## src/rtl/shift_seq_8_bit_pkg.sv

```systemverilog
// ---------------------------------------------------------------------------
// shift_seq_8_bit_pkg
//   Shared types and constants for the multi-cycle shift/rotate sequencer.
//   - state_t : sequencer FSM states (idle, shifting, done pulse)
//   - mode_t  : shift modes as presented on the 2-bit mode input
//   - DIR_*   : direction encoding shared with shift_8_bit's select input
// ---------------------------------------------------------------------------
package shift_seq_8_bit_pkg;

    typedef enum logic [1:0] {
        ST_IDLE  = 2'b00,
        ST_SHIFT = 2'b01,
        ST_DONE  = 2'b10
    } state_t;

    typedef enum logic [1:0] {
        MODE_LOGICAL = 2'b00,
        MODE_ROTATE  = 2'b01,
        MODE_ARITH   = 2'b10,
        MODE_RCC     = 2'b11
    } mode_t;

    localparam logic DIR_LEFT  = 1'b0;
    localparam logic DIR_RIGHT = 1'b1;

endpackage

```

## src/rtl/shift_8_bit.sv

```systemverilog
// ---------------------------------------------------------------------------
// shift_8_bit
//   Combinational one-position 8-bit shifter.
//   Ports:
//     D              in  [7:0] operand
//     shift_in_right in        bit entering at bit 0 on a left shift
//     shift_in_left  in        bit entering at bit 7 on a right shift
//     select         in        0 = shift left, 1 = shift right
//     S              out [7:0] shifted value
//     bb_right       out       bit leaving on a right shift (D[0])
//     bb_left        out       bit leaving on a left shift  (D[7])
// ---------------------------------------------------------------------------
module shift_8_bit (
    input  logic [7:0] D,
    input  logic       shift_in_right,
    input  logic       shift_in_left,
    input  logic       select,
    output logic [7:0] S,
    output logic       bb_right,
    output logic       bb_left
);

    assign S        = select ? {shift_in_left, D[7:1]} : {D[6:0], shift_in_right};
    assign bb_right = D[0];
    assign bb_left  = D[7];

endmodule

```

## src/rtl/shift_seq_8_bit.sv

```systemverilog
// ---------------------------------------------------------------------------
// shift_seq_8_bit
//   Sequences shift_8_bit one bit position per clock to apply a shift of
//   0..7 positions in logical, rotate, arithmetic or rotate-through-carry
//   mode, then presents the result with a one-cycle done pulse.
//   Ports:
//     clk       in        rising-edge clock
//     rst_n     in        synchronous reset, active-low
//     start     in        request, only honoured in IDLE
//     D_in      in  [7:0] operand
//     amount    in  [2:0] shift count 0..7
//     select    in        0 = left, 1 = right
//     mode      in  [1:0] 00 logical, 01 rotate, 10 arithmetic, 11 RCC
//     carry_in  in        initial carry flag
//     result    out [7:0] working register, final when done=1
//     carry_out out       last bit shifted out (carry_in when amount=0)
//     busy      out       high while shifting
//     done      out       one-cycle completion pulse
// ---------------------------------------------------------------------------
module shift_seq_8_bit
    import shift_seq_8_bit_pkg::*;
(
    input  logic       clk,
    input  logic       rst_n,
    input  logic       start,
    input  logic [7:0] D_in,
    input  logic [2:0] amount,
    input  logic       select,
    input  logic [1:0] mode,
    input  logic       carry_in,
    output logic [7:0] result,
    output logic       carry_out,
    output logic       busy,
    output logic       done
);

    state_t     state;
    state_t     state_nxt;
    logic [2:0] counter;
    logic       dir_q;
    mode_t      mode_q;

    logic       fill_bit;
    logic       sin_right;
    logic       sin_left;
    logic [7:0] s_out;
    logic       bb_right;
    logic       bb_left;

    // ------------------------------------------------------------------
    // State register
    // ------------------------------------------------------------------
    // NOTE: sequential state uses non-blocking assignments so every
    // register samples pre-edge values, independent of statement order.
    always_ff @(posedge clk) begin
        if (!rst_n) state <= ST_IDLE;
        else        state <= state_nxt;
    end

    // ------------------------------------------------------------------
    // Next-state logic
    // ------------------------------------------------------------------
    // NOTE: a default assignment ahead of the case keeps every path
    // assigned, so no latch is inferred.
    always_comb begin
        state_nxt = state;
        case (state)
            ST_IDLE:  if (start) state_nxt = (amount != 3'd0) ? ST_SHIFT : ST_DONE;
            ST_SHIFT: if (counter == 3'd1) state_nxt = ST_DONE;
            ST_DONE:  state_nxt = ST_IDLE;
            default:  state_nxt = ST_IDLE;
        endcase
    end

    // ------------------------------------------------------------------
    // Output decode
    // ------------------------------------------------------------------
    always_comb begin
        busy = (state == ST_SHIFT);
        done = (state == ST_DONE);
    end

    // ------------------------------------------------------------------
    // Vacated-end fill bit; the shift_in on the non-vacated side is 0.
    // ------------------------------------------------------------------
    always_comb begin
        fill_bit = 1'b0;
        case (mode_q)
            MODE_LOGICAL: fill_bit = 1'b0;
            MODE_ROTATE:  fill_bit = (dir_q == DIR_RIGHT) ? result[0] : result[7];
            MODE_ARITH:   fill_bit = (dir_q == DIR_RIGHT) ? result[7] : 1'b0;
            MODE_RCC:     fill_bit = carry_out;
            default:      fill_bit = 1'b0;
        endcase
        sin_right = (dir_q == DIR_LEFT)  ? fill_bit : 1'b0;
        sin_left  = (dir_q == DIR_RIGHT) ? fill_bit : 1'b0;
    end

    shift_8_bit u_shift (
        .D              (result),
        .shift_in_right (sin_right),
        .shift_in_left  (sin_left),
        .select         (dir_q),
        .S              (s_out),
        .bb_right       (bb_right),
        .bb_left        (bb_left)
    );

    // ------------------------------------------------------------------
    // Datapath: operand/flag capture in IDLE, one shift per SHIFT cycle.
    // Operands are latched at acceptance so input changes afterwards have
    // no effect on an operation in flight.
    // ------------------------------------------------------------------
    always_ff @(posedge clk) begin
        if (!rst_n) begin
            result    <= 8'h00;
            carry_out <= 1'b0;
            counter   <= 3'd0;
            dir_q     <= DIR_LEFT;
            mode_q    <= MODE_LOGICAL;
        end else begin
            case (state)
                ST_IDLE: begin
                    if (start) begin
                        result    <= D_in;
                        carry_out <= carry_in;
                        counter   <= amount;
                        dir_q     <= select;
                        mode_q    <= mode_t'(mode);
                    end
                end
                ST_SHIFT: begin
                    result    <= s_out;
                    carry_out <= (dir_q == DIR_RIGHT) ? bb_right : bb_left;
                    counter   <= counter - 3'd1;
                end
                default: ;
            endcase
        end
    end

endmodule

```

## config.mk

```make
export PLATFORM = sky130hd
export DESIGN_NAME = shift_seq_8_bit
export DESIGN_NICKNAME = d
export VERILOG_FILES = /design/src/rtl/shift_seq_8_bit_pkg.sv /design/src/rtl/shift_8_bit.sv /design/src/rtl/shift_seq_8_bit.sv
export SDC_FILE = /design/constraint.sdc
export NUM_CORES = 1
export LEC_CHECK = 0
export CORE_UTILIZATION = 31
export CTS_CLUSTER_DIAMETER = 200
export DETAILED_ROUTE_END_ITERATION = 7
export DONT_BUFFER_PORTS = 1
export SETUP_SLACK_MARGIN = 0.15
export SYNTH_ARGS = -nofsm -noshare
export SYNTH_HDL_FRONTEND = slang
export SYNTH_HIERARCHICAL = 1
export SYNTH_SLANG_ARGS = --single-unit
```

## constraint.sdc

```tcl
create_clock -name clk -period 3.4 [get_ports clk]
set_clock_uncertainty 0.05 [all_clocks]
set_input_delay 0.34 -clock clk [delete_from_list [all_inputs] [get_ports clk]]
set_output_delay 0.34 -clock clk [all_outputs]
set_load 0.005 [all_outputs]
```

# --- Yosys cells after proc, flatten, opt, wreduce, memory -nomap -nowiden ---
# Index checks and enable logic that the tools add are counted.
totals:
  reg_bits: 17
  inputBits: 18
  output_inout_bits: 11
  elab_cells: 36
op_classes:
  addsub: 1
  n_eq_ne: 8
  n_mux: 14
  reduce_logical: 7
op_table:
  columns: ["op", "count"]
  rows:
  - ["$mux W8", 2]
  - ["$pmux W8 S2", 1]
  - ["$eq A2 B2 Y1 const B", 3]
  - ["$mux W2", 3]
  - ["$pmux W3 S2", 1]
  - ["$reduce_and A2 Y1", 3]
  - ["$eq A2 B1 Y1 const B", 2]
  - ["$logic_not A2 Y1", 2]
  - ["$pmux W1 S4", 1]
  - ["$pmux W2 S2", 1]
  - ["$eq A3 B1 Y1 const B", 1]
  - ["$mux W1", 3]
  - ["$mux W3", 1]
  - ["$reduce_bool A3 Y1", 1]
  - ["$sub A3 B1 Y3 const B", 1]
  - ["$ne A2 B1 Y1 const B", 1]
  - ["$ne A2 B2 Y1 const B", 1]
  - ["$pmux W1 S2", 1]
  - ["$reduce_bool A2 Y1", 1]

# --- Longest topological paths before layout ---
logic_depth:
  ltp_word: 4
  ltp_mapped: 6
  mapped_depth_nobuf: 6

# --- Modules after synthesis ---
# Netlist, hierarchy kept.
by_module_without_submodules:
  columns: ["module", "n_inst", "cells_each", "area_each_um2", "seq_area_each_um2"]
  rows:
  - ["shift_seq_8_bit", 1, 102, 904.6, 340.3]
  - ["shift_8_bit", 1, 11, 146.4, 0.0]

# --- Worst setup path after synthesis ---
# Ideal clock, no wire load.
synth_timing:
  kind: "register to register"
  from: "register mode_q[0]"
  to: "register result[7]"
  setup_time_ns: 0.123
  t_arrival_ns: 1.145
  required_ns: 3.227
  path_slack_ns: 2.082
  stages_incl_launch_ff: 7
  path_buffers: 0
  period_less_slack_ns: 1.318
  cell_sequence: "dfxtp_1 -> mux2_2 -> nand2_1 -> a21boi_0 -> mux2_4 -> nand2_1 -> a31oi_1"
synth_via:
  elab_chain_len: 4
  word_cells_on_any_way: 7
  classes_between: "eq/ne: 3; mux: 3; reduce/logical: 1"
synth_rtl:
  columns: ["item", "line_no", "rtl"]
  rows:
  - ["from (decl)", "shift_seq_8_bit.sv:41", "mode_t mode_q;"]
  - ["from (signal assigned)", "shift_seq_8_bit.sv:129", "mode_q <= mode_t'(mode);"]
  - ["$eq A2 B2 Y1 (tied with other cells)", "shift_seq_8_bit.sv:88", "case (mode_q)"]
  - ["$pmux W1 S4 (*)", "shift_seq_8_bit.sv:88", null]
  - ["via sin_left", "shift_seq_8_bit.sv:45", "logic sin_left;"]
  - ["$mux W8 (*)", "shift_8_bit.sv:23", "assign S = select ? {shift_in_left, D[7:1]} : {D[6:0], shift_in_right};"]
  - ["via s_out[7]", "shift_seq_8_bit.sv:46", "logic [7:0] s_out;"]
  - ["$pmux W8 S2 (*)", "shift_seq_8_bit.sv:122", "case (state)"]
  - ["to (signal assigned)", "shift_seq_8_bit.sv:125", "result <= D_in;"]
  - ["to (signal assigned)", "shift_seq_8_bit.sv:133", "result <= s_out;"]
  - ["to (decl)", "shift_seq_8_bit.sv:31", "output logic [7:0] result,"]
# Mark *: on every way through the listed nets, which the timed path passes. The rest lies on a longest branch.
# A chain may end at the register's enable or synchronous reset.

# --- Final worst setup path ---
layout_timing:
  from: "register state[0]"
  to: "output busy"
layout_via:
  elab_chain_len: 1
layout_rtl:
  columns: ["item", "line_no", "rtl"]
  rows:
  - ["from (decl)", "shift_seq_8_bit.sv:37", "state_t state;"]
  - ["from (signal assigned)", "shift_seq_8_bit.sv:57", "else state <= state_nxt;"]
  - ["$eq A2 B1 Y1", "shift_seq_8_bit.sv:79", "busy = (state == ST_SHIFT);"]
  - ["to (decl)", "shift_seq_8_bit.sv:33", "output logic busy,"]
# No other way between the ends.

==> metrics.json <==
{
  "wl_met2_um": 1010,
  "hold_violations": 0,
  "critical_path_s_top_delay_family": "flip-flops",
  "worst-endpoint-required_ns": 3.01,
  "finalWeightedCongestion": 0.729,
  "combPwrFrac": 0.233,
  "dpl_cell_area_um2": 1020,
  "place.detailed.hpwl_um": 1540,
  "fin_setup_tns_ns": 0,
  "switching_share_of_power": 0.309,
  "cp_cell_sequence": "nand2b_4, inv_2",
  "fin_worst_hold_slack_ns": 0.128,
  "asyncSetResetFlopFracSynth": 0,
  "grt_first_pass_wirelength_um": 3260,
  "worstSetupPathType": "register to primary output",
  "fmaxAchievable_mhz": 605,
  "clockPowerShare": 0.229,
  "ant_diodes": 0,
  "row_count": 20,
  "startpoint_type": "register",
  "post_cts_hold_buffer_count": 0,
  "timing.critical_path.buf_inv": 1,
  "remaining_drc_errors": 0,
  "synthFlopType": "dfxtp_1",
  "power_frac_seq": 0.538,
  "yosys.area.top_type": "dfxtp_1",
  "synth.distinct_cells": 30,
  "final_cell_area_um2": 1050,
  "wl_met1_um": 954,
  "worst_slew_pin_slew_ns": 0.594,
  "ys_seq_elements": 17,
  "tritoncts": "done",
  "synth_area_um2": 1050,
  "io_buffer_count": 0,
  "grt_pass1_vias": 715,
  "avgViaCountPerCell": 4.91,
  "cts_buffers": 3,
  "flop_to_flop_setup_slack_ns": 1.92,
  "outcome": "finished clean",
  "clk_latency_ns": 0.28,
  "critical_path.max_fanout": 13,
  "timing.critical_path.slowest_cell_delay_ns": 0.58,
  "slew-limit-headroom": 0.604,
  "total_switching_power_mw": 0.147,
  "detail-route-antenna-nets": 0,
  "power_leakage_nw": 0.398,
  "maxCapViolations": 0,
  "post-synth-top-area-fraction": 0.324,
  "fp.dieW_um": 60.2,
  "irDropWorstVdd_v": 0.000107,
  "slew_violations": 0,
  "met3WireLength_um": 88,
  "dieHeight_um": 60.2,
  "cts-htree-levels": 1,
  "worst_r2r_endpoint": "carry_out",
  "timing.hold.worst_endpoint": "counter[1]",
  "design.die.area_um2": 3630,
  "area_overhead_of_the_layout_relative_to_synthesis_pct": -0.119,
  "core_region_area_um2": 3130,
  "netlist_top_cells_count": "nand2_1, dfxtp_1, o21ai_0, a31oi_1, mux2_4",
  "grt_usage": 0.122,
  "layout_worst_path_cycle_share": 0.486,
  "drive_above_1_share": 0.176,
  "postSynthNetCount": 133,
  "synth-edff-count": 0,
  "ioPinCount": 29,
  "worstSetupEndpointType": "primary output",
  "clk_path_buf_depth": 2,
  "initial_cell_density_of_the_core": 0.336,
  "synthesis.instances": 113,
  "setup_viol": 0,
  "routed_wl_um": 2080,
  "final_nets": 129,
  "min-delay-path-class": "input pin to register",
  "fin_total_pwr_mw": 0.476,
  "worst_setup_hold_path_clk_slew_ns": 0.10,
  "hold_depth": 2,
  "timing.critical_path.slowest_stage_cell": "dfxtp_1",
  "clock_tree.root_cell": "clkbuf_4",
  "synth.most_common_cell": "nand2_1",
  "top_signal_layer_used": "met4",
  "timing.final.ws_setup_ns": 1.75,
  "postCtsSetupRepairBufs": 0,
  "cell_internal_pwr_mw": 0.329,
  "post_cts.resized_instances": 0,
  "grt_start_max_net_pins": 24,
  "filler_cell_count": 339,
  "detail_route.iter0.violations": 44,
  "routed-via-count": 747,
  "fin_crit_ns": 1.65,
  "rsz0062_at_grt": "no",
  "detail_route.wl_per_cell_um": 13.7,
  "placement.setup.worst_slack_ns": 1.93,
  "globalRouteOverflowTotal": 0,
  "number_of_antenna_violations_at_the_first_check_in_global_routing": 0,
  "synth_seq_area_share": 0.324,
  "yosys_warning_total": 6,
  "dr.pass1.iters": 4,
  "power_per_cell_area_nw_per_um2": 454,
  "avgSynthCellArea_um2": 9.30,
  "synthTopCellsByArea": "dfxtp_1, mux2_4, nand2_1",
  "min-delay-start": "amount[1]",
  "regToRegStartpoint": "dir_q",
  "numClockSinks": 17,
  "worst-r2r-cell-count": 3,
  "crit_path_dat_ns": 1.26
}
==> layout by cell type, fill, tap and decap left out, drive strengths merged, types with 2 or more instances in the layout <==
cell	count
nand2	20
ha	2
nor2b	5
mux2	10
inv	5
nor3b	2
mux2i	4
o21a	2
o21ai	11
a21oi	5
nand2b	2
clkbuf	4
a21boi	3
a31oi	8
dfxtp	17
==> sequential cells by signal, indices dropped and copies added, names as in the netlist <==
register / cells
mode_q: 2
result: 8
carry_out: 1
state: 2
counter: 3
dir_q: 1
==> routing by layer <==
metal	global-route usage	vias to the layer above
met3	0.0281	2
met2	0.185	13
met4	0.0631	0
li1	-	387
met5	0	-
met1	0.160	345
==> power groups by stage <==
stage                     Clock (mW)  Sequential, mW  Combinational, mW
after global placement             0           0.261              0.109
after detailed placement           0           0.261              0.111
after global routing           0.119           0.261              0.125
final                          0.109           0.256              0.111
after CTS                      0.112           0.257              0.112
after floorplan                    0           0.246              0.124
==> cells by family after synthesis <==
logic type | count (synthesis) | share of synthesized area
AOI/OAI and AO/OA | 34 | 0.213
and+or+nand+nor | 32 | 0.169
DFF | 17 | 0.324
buffers and inverters | 14 | 0.0964
muxes | 14 | 0.174
adders and majority gates | 2 | 0.0238
==> final cells by class <==
class,count,area (µm²),area share
Multi-Input combinational cell,82,609,0.580
Clock buffer,4,26.3,0.0250
Inverter,5,18.8,0.0179
Tap cell,44,55.1,0.0524
Sequential cell,17,340,0.324
==> through the flow <==
stage	cells	util
final	152	0.336
after global routing	152	0.336
after CTS	152	0.336
after detailed placement	148	0.327
after global placement	148	0.327
after floorplan	113	-
==> worst register-to-register path, stage by stage (launching register included) <==
cell and delay (ns):
dfxtp_1 0.71, mux2_2 0.41, a21oi_2 0.13, a21oi_1 0.07
==> worst max-delay path by stage <==
stage,startpoint,to,slack [ns],cells past startpoint
6_report,state[0],busy,1.75,2
3_5_place_dp,dir_q,carry_out,1.93,3
3_3_place_gp,dir_q,carry_out,1.95,3
2_1_floorplan,mode_q[0],result[7],2.08,6
5_1_grt,state[0],busy,1.64,2
4_1_cts,state[0],busy,1.73,2
(Power assumes the default switching activity.)
